`src/rtl/alu_cmd_sequencer_if.sv`:
```
// Handshake and ALU-side bundle for the ALU command sequencer.
// slave = the sequencer's view, master = the command source / ALU / response sink.
interface alu_cmd_sequencer_if #(
  parameter int TAG_W = 4
);
  logic             cmd_valid;
  logic             cmd_ready;
  logic [3:0]       cmd_op;
  logic [7:0]       cmd_a;
  logic [7:0]       cmd_b;
  logic [TAG_W-1:0] cmd_tag;

  logic [3:0]       alu_op;
  logic [7:0]       alu_a;
  logic [7:0]       alu_b;
  logic [7:0]       alu_res;

  logic             rsp_valid;
  logic             rsp_ready;
  logic [7:0]       rsp_res;
  logic [TAG_W-1:0] rsp_tag;
  logic             rsp_err;

  modport slave (
    input  cmd_valid, cmd_op, cmd_a, cmd_b, cmd_tag, alu_res, rsp_ready,
    output cmd_ready, alu_op, alu_a, alu_b, rsp_valid, rsp_res, rsp_tag, rsp_err
  );

  modport master (
    output cmd_valid, cmd_op, cmd_a, cmd_b, cmd_tag, alu_res, rsp_ready,
    input  cmd_ready, alu_op, alu_a, alu_b, rsp_valid, rsp_res, rsp_tag, rsp_err
  );
endinterface

```
`src/rtl/alu_cmd_sequencer.sv`:
```
// Issue stage for the 8-bit combinational ALU: tagged command FIFO, registered
// operands, one-cycle execute, held response with divide/modulo-by-zero trap.
module alu_cmd_sequencer #(
  parameter int DEPTH = 4,
  parameter int TAG_W = 4
) (
  input  logic                     i_clk,
  input  logic                     i_rst,
  alu_cmd_sequencer_if.slave       io,
  output logic [$clog2(DEPTH):0]   o_fifo_count
);
  localparam int AW = $clog2(DEPTH);
  localparam int CW = AW + 1;

  typedef struct packed {
    logic [3:0]       op;
    logic [7:0]       a;
    logic [7:0]       b;
    logic [TAG_W-1:0] tag;
  } cmd_t;

  typedef enum logic [1:0] {S_IDLE, S_EXEC, S_RESP} state_t;

  cmd_t             r_mem [DEPTH];
  logic [AW-1:0]    r_wr_ptr;
  logic [AW-1:0]    r_rd_ptr;
  logic [CW-1:0]    r_count;

  state_t           r_state;
  state_t           w_state_nxt;

  logic [3:0]       r_alu_op;
  logic [7:0]       r_alu_a;
  logic [7:0]       r_alu_b;
  logic [TAG_W-1:0] r_tag;

  logic             r_rsp_valid;
  logic [7:0]       r_rsp_res;
  logic [TAG_W-1:0] r_rsp_tag;
  logic             r_rsp_err;

  logic             w_full;
  logic             w_empty;
  logic             w_push;
  logic             w_pop;
  logic             w_div0;
  cmd_t             w_cmd_in;
  cmd_t             w_head;

  // Ready comes only from the registered count; a same-cycle pop never frees a slot.
  assign w_full   = (r_count == CW'(DEPTH));
  assign w_empty  = (r_count == '0);
  assign w_push   = io.cmd_valid && !w_full;
  assign w_cmd_in = '{op: io.cmd_op, a: io.cmd_a, b: io.cmd_b, tag: io.cmd_tag};
  assign w_head   = r_mem[r_rd_ptr];
  assign w_div0   = ((r_alu_op == 4'b0011) || (r_alu_op == 4'b0100)) && (r_alu_b == 8'd0);

  always_comb begin
    w_state_nxt = r_state;
    w_pop       = 1'b0;
    case (r_state)
      S_IDLE: begin
        if (!w_empty) begin
          w_pop       = 1'b1;
          w_state_nxt = S_EXEC;
        end
      end
      S_EXEC: w_state_nxt = S_RESP;
      S_RESP: begin
        if (io.rsp_ready) begin
          w_pop       = !w_empty;
          w_state_nxt = w_empty ? S_IDLE : S_EXEC;
        end
      end
      default: w_state_nxt = S_IDLE;
    endcase
  end

  always_ff @(posedge i_clk) begin
    if (w_push) r_mem[r_wr_ptr] <= w_cmd_in;
  end

  always_ff @(posedge i_clk) begin
    if (i_rst) begin
      r_wr_ptr <= '0;
      r_rd_ptr <= '0;
      r_count  <= '0;
    end else begin
      if (w_push) r_wr_ptr <= r_wr_ptr + AW'(1);
      if (w_pop)  r_rd_ptr <= r_rd_ptr + AW'(1);
      case ({w_push, w_pop})
        2'b10:   r_count <= r_count + CW'(1);
        2'b01:   r_count <= r_count - CW'(1);
        default: r_count <= r_count;
      endcase
    end
  end

  always_ff @(posedge i_clk) begin
    if (i_rst) begin
      r_state     <= S_IDLE;
      r_alu_op    <= '0;
      r_alu_a     <= '0;
      r_alu_b     <= '0;
      r_tag       <= '0;
      r_rsp_valid <= 1'b0;
      r_rsp_res   <= '0;
      r_rsp_tag   <= '0;
      r_rsp_err   <= 1'b0;
    end else begin
      r_state <= w_state_nxt;
      if (w_pop) begin
        r_alu_op <= w_head.op;
        r_alu_a  <= w_head.a;
        r_alu_b  <= w_head.b;
        r_tag    <= w_head.tag;
      end
      if (r_state == S_EXEC) begin
        r_rsp_valid <= 1'b1;
        r_rsp_tag   <= r_tag;
        // The ALU result is undefined for a zero divisor, so substitute a fixed marker.
        if (w_div0) begin
          r_rsp_res <= 8'hFF;
          r_rsp_err <= 1'b1;
        end else begin
          r_rsp_res <= io.alu_res;
          r_rsp_err <= 1'b0;
        end
      end else if ((r_state == S_RESP) && io.rsp_ready) begin
        r_rsp_valid <= 1'b0;
      end
    end
  end

  assign io.cmd_ready  = !w_full;
  assign io.alu_op     = r_alu_op;
  assign io.alu_a      = r_alu_a;
  assign io.alu_b      = r_alu_b;
  assign io.rsp_valid  = r_rsp_valid;
  assign io.rsp_res    = r_rsp_res;
  assign io.rsp_tag    = r_rsp_tag;
  assign io.rsp_err    = r_rsp_err;
  assign o_fifo_count  = r_count;
endmodule

```
`src/flat_wrapper.sv`:
```
// flat-port wrapper written by rule: the top's interface ports become plain ports
module alu_cmd_sequencer_flat 
#(
  parameter int DEPTH = 4,
  parameter int TAG_W = 4
)
  (i_clk, i_rst, o_fifo_count, io_cmd_valid, io_cmd_op, io_cmd_a, io_cmd_b, io_cmd_tag, io_alu_res, io_rsp_ready, io_cmd_ready, io_alu_op, io_alu_a, io_alu_b, io_rsp_valid, io_rsp_res, io_rsp_tag, io_rsp_err);
  alu_cmd_sequencer_if #(.TAG_W(TAG_W)) io_i ();
  input  logic i_clk;
  input  logic i_rst;
  output logic [$clog2(DEPTH):0] o_fifo_count;
  input wire logic [$bits(io_i.cmd_valid)-1:0] io_cmd_valid;
  input wire logic [$bits(io_i.cmd_op)-1:0] io_cmd_op;
  input wire logic [$bits(io_i.cmd_a)-1:0] io_cmd_a;
  input wire logic [$bits(io_i.cmd_b)-1:0] io_cmd_b;
  input wire logic [$bits(io_i.cmd_tag)-1:0] io_cmd_tag;
  input wire logic [$bits(io_i.alu_res)-1:0] io_alu_res;
  input wire logic [$bits(io_i.rsp_ready)-1:0] io_rsp_ready;
  output wire logic [$bits(io_i.cmd_ready)-1:0] io_cmd_ready;
  output wire logic [$bits(io_i.alu_op)-1:0] io_alu_op;
  output wire logic [$bits(io_i.alu_a)-1:0] io_alu_a;
  output wire logic [$bits(io_i.alu_b)-1:0] io_alu_b;
  output wire logic [$bits(io_i.rsp_valid)-1:0] io_rsp_valid;
  output wire logic [$bits(io_i.rsp_res)-1:0] io_rsp_res;
  output wire logic [$bits(io_i.rsp_tag)-1:0] io_rsp_tag;
  output wire logic [$bits(io_i.rsp_err)-1:0] io_rsp_err;
  assign io_i.cmd_valid = io_cmd_valid;
  assign io_i.cmd_op = io_cmd_op;
  assign io_i.cmd_a = io_cmd_a;
  assign io_i.cmd_b = io_cmd_b;
  assign io_i.cmd_tag = io_cmd_tag;
  assign io_i.alu_res = io_alu_res;
  assign io_i.rsp_ready = io_rsp_ready;
  assign io_cmd_ready = io_i.cmd_ready;
  assign io_alu_op = io_i.alu_op;
  assign io_alu_a = io_i.alu_a;
  assign io_alu_b = io_i.alu_b;
  assign io_rsp_valid = io_i.rsp_valid;
  assign io_rsp_res = io_i.rsp_res;
  assign io_rsp_tag = io_i.rsp_tag;
  assign io_rsp_err = io_i.rsp_err;
  alu_cmd_sequencer #(.DEPTH(DEPTH), .TAG_W(TAG_W)) u_core (.i_clk(i_clk), .i_rst(i_rst), .io(io_i), .o_fifo_count(o_fifo_count));
endmodule
```
`config.mk`:
```
export PLATFORM = sky130hd
export DESIGN_NAME = alu_cmd_sequencer_flat
export DESIGN_NICKNAME = d
export VERILOG_FILES = /design/src/rtl/alu_cmd_sequencer_if.sv /design/src/rtl/alu_cmd_sequencer.sv /design/src/flat_wrapper.sv
export SDC_FILE = /design/constraint.sdc
export NUM_CORES = 1
export LEC_CHECK = 0
export BUFFER_PORTS_ARGS = -buffer_cell sky130_fd_sc_hd__buf_4
export CORE_ASPECT_RATIO = 2
export CORE_MARGIN = 4
export CORE_UTILIZATION = 37
export CTS_CLUSTER_DIAMETER = 120
export DETAILED_ROUTE_END_ITERATION = 6
export HOLD_SLACK_MARGIN = 0.02
export SLEW_MARGIN = 20
export SYNTH_ARGS = -nofsm -noshare
export SYNTH_HDL_FRONTEND = slang
export SYNTH_SLANG_ARGS = --single-unit
```
`constraint.sdc`:
```
create_clock -name i_clk -period 2.9 [get_ports i_clk]
set_clock_uncertainty 0.05 [all_clocks]
set_input_delay 0.58 -clock i_clk [delete_from_list [all_inputs] [get_ports i_clk]]
set_output_delay 0.58 -clock i_clk [all_outputs]
set_load 0.05 [all_outputs]
```
==> summary.txt, run 1 <==
Outcome
  • Outcome: completed

Synth
  • Sequential element share of the synthesized area: 0.695
  • Synth Flop Type: edfxtp_1
  • Synthesized area: 0.00550 sq mm
  • Syn_nets: 374
  • Yosys warnings: 0
  • Post-synth EDFFs: 96
  • Syn avg cell area: 16.6 sq um
  • Unique masters post-synth: 41
  • Syn Inst Count: 332
  • Yosys reg bits: 143
  • Async SR Flop Fraction: 0

Critical path
  • Crit-path max FO: 10
  • Critical path class: flip-flop to flip-flop
  • CP cell instances: or3b_1 -> nand2_1 -> ha_1 -> inv_1 -> fa_1 -> xor2_1 -> or3_1 -> a21oi_1
  • Worst Setup End Kind: flip-flop
  • Worst path arrival time: 2.68 ns
  • CP max-delay cell: or3b_1
  • WP data required: roughly 3.2 ns
  • CP max stage delay: about 0.51 ns
  • Worst setup SP type: flip-flop

Clocking
  • Reg clk slew, reported paths: 0.06 ns
  • CTS tree: built
  • CTS Buffer Depth: 2
  • Root buffer cell: clkbuf_16
  • CTS buffer count: 17
  • H-Tree Depth: 4
  • Sink Count: 143
  • Number of buffers added for setup after CTS: 0
  • Post-cts resize count: 0
  • Clock latency on the worst-skew pair: 0.41 ns
  • Post-CTS Hold Buffers: 0

Route
  • Antenna viol nets, final: 0
  • WL/cell: 17.8 microns
  • Starting DRC count in detailed routing: 170
  • Post-route DRC: 0
  • Vias per Instance: 4.99
  • First-pass iteration count of the detailed router: 4
  • Drt total wl: approximately 11 mm
  • Vias: between 3,000 and 4,000

Global route
  • Gr usage total: 0.139
  • Vias in the first global route: 3,230
  • Initial antenna violation count: 0
  • Largest net degree at the start of global routing: 28
  • First-pass GRT wire length: 17.5 mm
  • Remaining Overflow, GRT: 0

Placed design
  • Dpl hpwl: 7.11 mm
  • Dpl ws: 0.420 ns
  • Gpl congestion: about 0.7
  • I/O Buffers: 73

STA
  • Worst hold margin: 0.318 ns
  • Setup ws final: a little over 0.5 ns
  • Period utilisation layout: 0.825
  • Hold Vio Cnt, Final: 0
  • RSZ-0062 raised after global routing: false
  • Final min period: 2.39 ns
  • Max-slew violations: 0
  • Setup TNS: 0 ns
  • Rel. slew slack: 0.621
  • Final setup fails: 0
  • Fmax achieved: 0.418 GHz
  • Slew at the pin closest to its max-slew limit: 0.569 ns

Hold path
  • Worst hold path class: input pin to flip-flop

Final layout
  • Fillers: approximately 1,300
  • Layout cell share with drive strength beyond 1: 0.283
  • Area Growth Syn to Fin: 24.2%
  • NumNets Final: 456
  • Most frequent cells in the layout: 96 x edfxtp_1, 82 x buf_4, 47 x dfxtp_1
  • Multi-input logic area: roughly 0.0015 sq mm
  • Area taken by flip-flops and latches: 0.00382 sq mm
  • Commonest non-fill, non-tap cell in the layout: edfxtp_1
  • ANT cells: 0

Run
  • Max-cap violations: 0

Power
  • Worst VDD drop: 0.559 mV
  • PwrDens: 1060 mW/mm^2
  • LEAKAGE: 2.45 nW

Floorplanning
  • Die footprint: 0.0170 sq mm
  • Die X: between 90 and 100 microns
  • Die Y: 180 microns
  • Area of the core: between 0.01 and 0.015 sq mm
  • Initial Util: 0.379
  • Placement Rows: 62
  • IO Pins: 74
-- synth_stat cells (all sizes together) (2+ instances only) --
library cell,count,area share
mux4,24,0.11
ha,5,0.011
o21ai,3,0.0027
buf,13,0.019
and2b,2,0.0027
o2bb2ai,24,0.038
clkbuf,6,0.0041
a211oi,9,0.012
nand2b,2,0.0023
xor2,2,0.0032
nor4,2,0.0061
and3,4,0.0046
inv,6,0.0041
nor2,22,0.015
a21oi,10,0.0091
dfxtp,47,0.17
nor3,3,0.0057
edfxtp,96,0.52
nand3,4,0.0036
a21o,2,0.0027
nand2,33,0.023
-- cell families (layout without fill, tap and decap cells) --
group                    count (synthesis)  in the layout  synth area share
adder cells (fa/ha/maj)                  6              6            0.0150
AO/OA/AOI/OAI                           51             51            0.0705
buffers and inverters                   26            121            0.0280
AND/OR/NAND/NOR                         79             79            0.0724
XOR/XNOR                                 2              2           0.00319
multiplexers                            25             25             0.115
flip-flops                             143            143             0.695
-- power breakdown --
group / leakage, nW / total, mW / internal, mW / switching [mW]
Combinational: 0.903 / 2.34 / 0.802 / 1.53
Sequential: 1.27 / 2.77 / 2.55 / 0.222
Clock: 0.286 / 2.15 / 1.35 / 0.806
-- worst paths after layout --
path / from / endpoint / slack, ns / cells past startpoint
worst min register to register: u_core.r_tag[1]$_SDFFE_PP0P_ / u_core.r_tag[1]$_SDFFE_PP0P_ / 0.41 / 2
worst min-delay path: io_cmd_a[3] / u_core.r_mem[1][15]$_DFFE_PP_ / 0.32 / 1
worst max-delay path: u_core.o_fifo_count[2]$_SDFFE_PP0P_ / u_core.o_fifo_count[2]$_SDFFE_PP0P_ / 0.51 / 8
worst max register to register: u_core.o_fifo_count[2]$_SDFFE_PP0P_ / u_core.o_fifo_count[2]$_SDFFE_PP0P_ / 0.51 / 8
-- critical path: cells and delay by family, from the launching register on --
family          cells  cell delay, ns
compound gates      1            0.15
xor+xnor            1            0.15
fa+ha+maj           2            0.55
buf+inv             1            0.06
flops               1            0.42
simple gates        3            0.94
-- sequential cells by signal, indices dropped and copies added, names as in the netlist, 2 cells and up --
register	count
u_core.r_rd_ptr	2
u_core.io.rsp_tag	4
u_core.io.alu_b	8
u_core.o_fifo_count	3
u_core.io.alu_op	4
u_core.r_mem	96
u_core.r_state	2
u_core.r_wr_ptr	2
u_core.io.alu_a	8
u_core.r_tag	4
u_core.io.rsp_res	8
-- per-stage QoR --
step	cell area, sq um	util	power [mW]	std cells
floorplan	5500	-	4.49	332
finish	6830	0.471	7.26	619
CTS	6830	0.471	7.37	619
detailed placement	6230	0.430	5.20	587
global route	6830	0.471	7.61	619
global placement	6230	0.430	5.13	587
-- routing by layer --
layer	routed length [microns]	vias to the layer above	track usage
li1	-	1468	-
met1	4110	1535	0.146
met2	6230	71	0.250
met3	468	14	0.0343
met4	238	0	0.0683
met5	0	-	0
-- final cells by class --
class,instances,area share
repair buffers,82,0.0901
clock inverters,15,0.0251
flip-flops and latches,143,0.560
inverters,7,0.00385
multi-input cells,163,0.224
well taps,192,0.0352
clock buffers,17,0.0623
(Power assumes the default switching activity.)
==> run 2: changes to the inputs <==
Clock period 2.9 ns to 2.05 ns, I/O delays scaled along.
==> run 2 against run 1 <==
Clock power grew 45%. Maximum frequency grew 18%. Hold slack lost 0.18 ns. Routed wire length shrank 0.81%. Utilization grew 0.95 points. Via count grew 0.26%. Register-to-register slack lost 0.49 ns. Critical path type unchanged. Largest power group unchanged.
==> summary.txt, run 2 (synthesis results as in run 1) <==
Outcome
  • Outcome: completed

Power
  • Worst VDD drop: approximately 0.57 mV
  • Clock network power share: 0.297
  • Net switching power: 3.70 mW
  • Switching share of power: 0.352
  • Int Power: 6.82 mW
  • LEAKAGE: 2.51 nW
  • Reg power frac: 0.371
  • PwrDens: 1510 mW/mm^2
  • Logic pwr share: 0.333

Floorplanning
  • Die Y: between 150 and 200 microns
  • Placement Rows: between 60 and 70
  • Area of the core: ~0.015 sq mm
  • IO Pins: 74
  • Die X: 94.2 microns
  • Die footprint: 0.0170 sq mm
  • Initial Util: 0.379

STA
  • Worst hold margin: around 0.14 ns
  • Setup TNS: 0 ns
  • Rel. slew slack: 0.648
  • Slew at the pin closest to its max-slew limit: around 0.53 ns
  • Fmax achieved: around 0.5 GHz
  • Max-slew violations: 0
  • Period utilisation layout: 0.991
  • Hold Vio Cnt, Final: 0
  • Final min period: 2.03 ns
  • RSZ-0062 raised after global routing: true
  • Final setup fails: 0

Critical path
  • Critical path class: flip-flop to flip-flop
  • FF-to-FF path depth: 8
  • Worst Setup End Kind: flip-flop
  • CP cell instances: or3b_4 -> nand2_4 -> ha_4 -> inv_2 -> fa_2 -> xor2_1 -> or3_1 -> a21oi_1
  • Crit-path max FO: 2
  • WP data required: 2.34 ns
  • CP max stage delay: 0.41 ns
  • Worst setup SP type: flip-flop
  • CP max-delay cell: or3b_4
  • Worst path arrival time: 2.32 ns

Global route
  • First-pass GRT wire length: 17.1 mm
  • Vias in the first global route: 3,143
  • Initial antenna violation count: 0
  • Remaining Overflow, GRT: 0
  • Largest net degree at the start of global routing: 27
  • Gr usage total: 0.136

Final layout
  • Area Growth Syn to Fin: 26.7%
  • Layout cell share with drive strength beyond 1: 0.320
  • NumNets Final: between 400 and 500
  • ANT cells: 0
  • Largest register by flop count: u_core.r_mem
  • Most frequent cells in the layout: 96 x edfxtp_1, 88 x buf_4, 44 x dfxtp_1
  • Cell area after layout: about 0.0070 sq mm
  • Number of flip-flops in the largest register: 96
  • Commonest non-fill, non-tap cell in the layout: edfxtp_1

Route
  • Antenna viol nets, final: 0
  • WL/cell: 17.5 microns
  • Starting DRC count in detailed routing: around 80
  • Drt total wl: 11.0 mm
  • Vias per Instance: a little under 5
  • Post-route DRC: 0
  • First-pass iteration count of the detailed router: 4
  • Vias: 3,096

Hold path
  • Worst hold path class: input pin to flip-flop
  • Hold depth: 1

Clocking
  • Post-CTS Hold Buffers: 0
  • CTS buffer count: 17
  • Clock latency on the worst-skew pair: 0.41 ns
  • CTS Buffer Depth: 2
  • Root buffer cell: clkbuf_16
  • H-Tree Depth: 4
  • Sink Count: 143
  • Reg clk slew, reported paths: approximately 0.06 ns
  • CTS tree: built

Placed design
  • Gpl congestion: 0.752
  • Dpl cell area: 0.00634 sq mm
  • Dpl hpwl: 7.09 mm
  • I/O Buffers: 73

Run
  • Max-cap violations: 0
-- run 2: cell count changes in the layout (fill, tap and decap cells not counted), sizes merged --
| cell | previous run | this run |
|---|---|---|
| buf | 82 | 90 |
| clkinv | 10 | 6 |
| inv | 6 | 9 |
| clkinvlp | 3 | 4 |
-- run 2: worst paths after layout --
check,from,endpoint,slack [ns]
worst min register to register,u_core.io.rsp_tag[3]$_SDFFE_PP0P_,u_core.io.rsp_tag[3]$_SDFFE_PP0P_,0.41
worst max-delay path,u_core.o_fifo_count[0]$_SDFFE_PP0P_,u_core.o_fifo_count[2]$_SDFFE_PP0P_,0.02
worst min-delay path,io_cmd_b[6],u_core.r_mem[0][10]$_DFFE_PP_,0.14
worst max register to register,u_core.o_fifo_count[0]$_SDFFE_PP0P_,u_core.o_fifo_count[2]$_SDFFE_PP0P_,0.02
-- run 2: metrics by stage --
stage	total power, mW	cells	util	setup slack (ns)
after floorplan	6.44	332	-	-0.225
after global placement	7.42	595	0.437	-0.125
after detailed placement	7.50	595	0.437	-0.131
after CTS	10.7	627	0.480	0.0192
after global routing	11.0	627	0.480	-0.0424
final	10.5	627	0.480	0.0189
-- run 2: power by group through the flow --
| stage | combinational [mW] | sequential [mW] | clock, mW |
|---|---|---|---|
| final | 3.50 | 3.90 | 3.12 |
| after global routing | 3.75 | 3.96 | 3.33 |
| after CTS | 3.55 | 3.91 | 3.19 |
| after detailed placement | 3.53 | 3.96 | 0 |
| after global placement | 3.49 | 3.94 | 0 |
| after floorplan | 1.57 | 4.87 | 0 |
-- run 2: final cells by class --
type,instances,area (sq um)
Clock buffer,17,425
Timing Repair Buffer,90,701
Clock inverter,15,186
Multi-Input combinational cell,163,1550
Tap cell,192,240
Fill cell,1268,7540
Inverter,7,26.3
Sequential cell,143,3830
-- run 2: routing by layer --
layer | track usage | vias to the layer above | wire (microns)
met5 | 0 | - | 0
met4 | 0.0503 | 0 | 167
met3 | 0.0435 | 9 | 506
met2 | 0.246 | 69 | 6170
met1 | 0.143 | 1535 | 4110
li1 | - | 1483 | -
-- run 2: worst max-delay path, delay by kind of cell (launching register included) --
kind                     cells  cell delay (ns)
AO/OA/AOI/OAI                1             0.11
XOR/XNOR                     1             0.16
buffers and inverters        1             0.03
AND/OR/NAND/NOR              3             0.81
adder cells (fa/ha/maj)      2             0.45
flip-flops                   1             0.34
-- run 2: what timing repair did --
item,in CTS,in global routing
resized for setup,2,1
setup endpoints to repair,1,1
hold endpoints to repair,0,0
buffers inserted,0,0
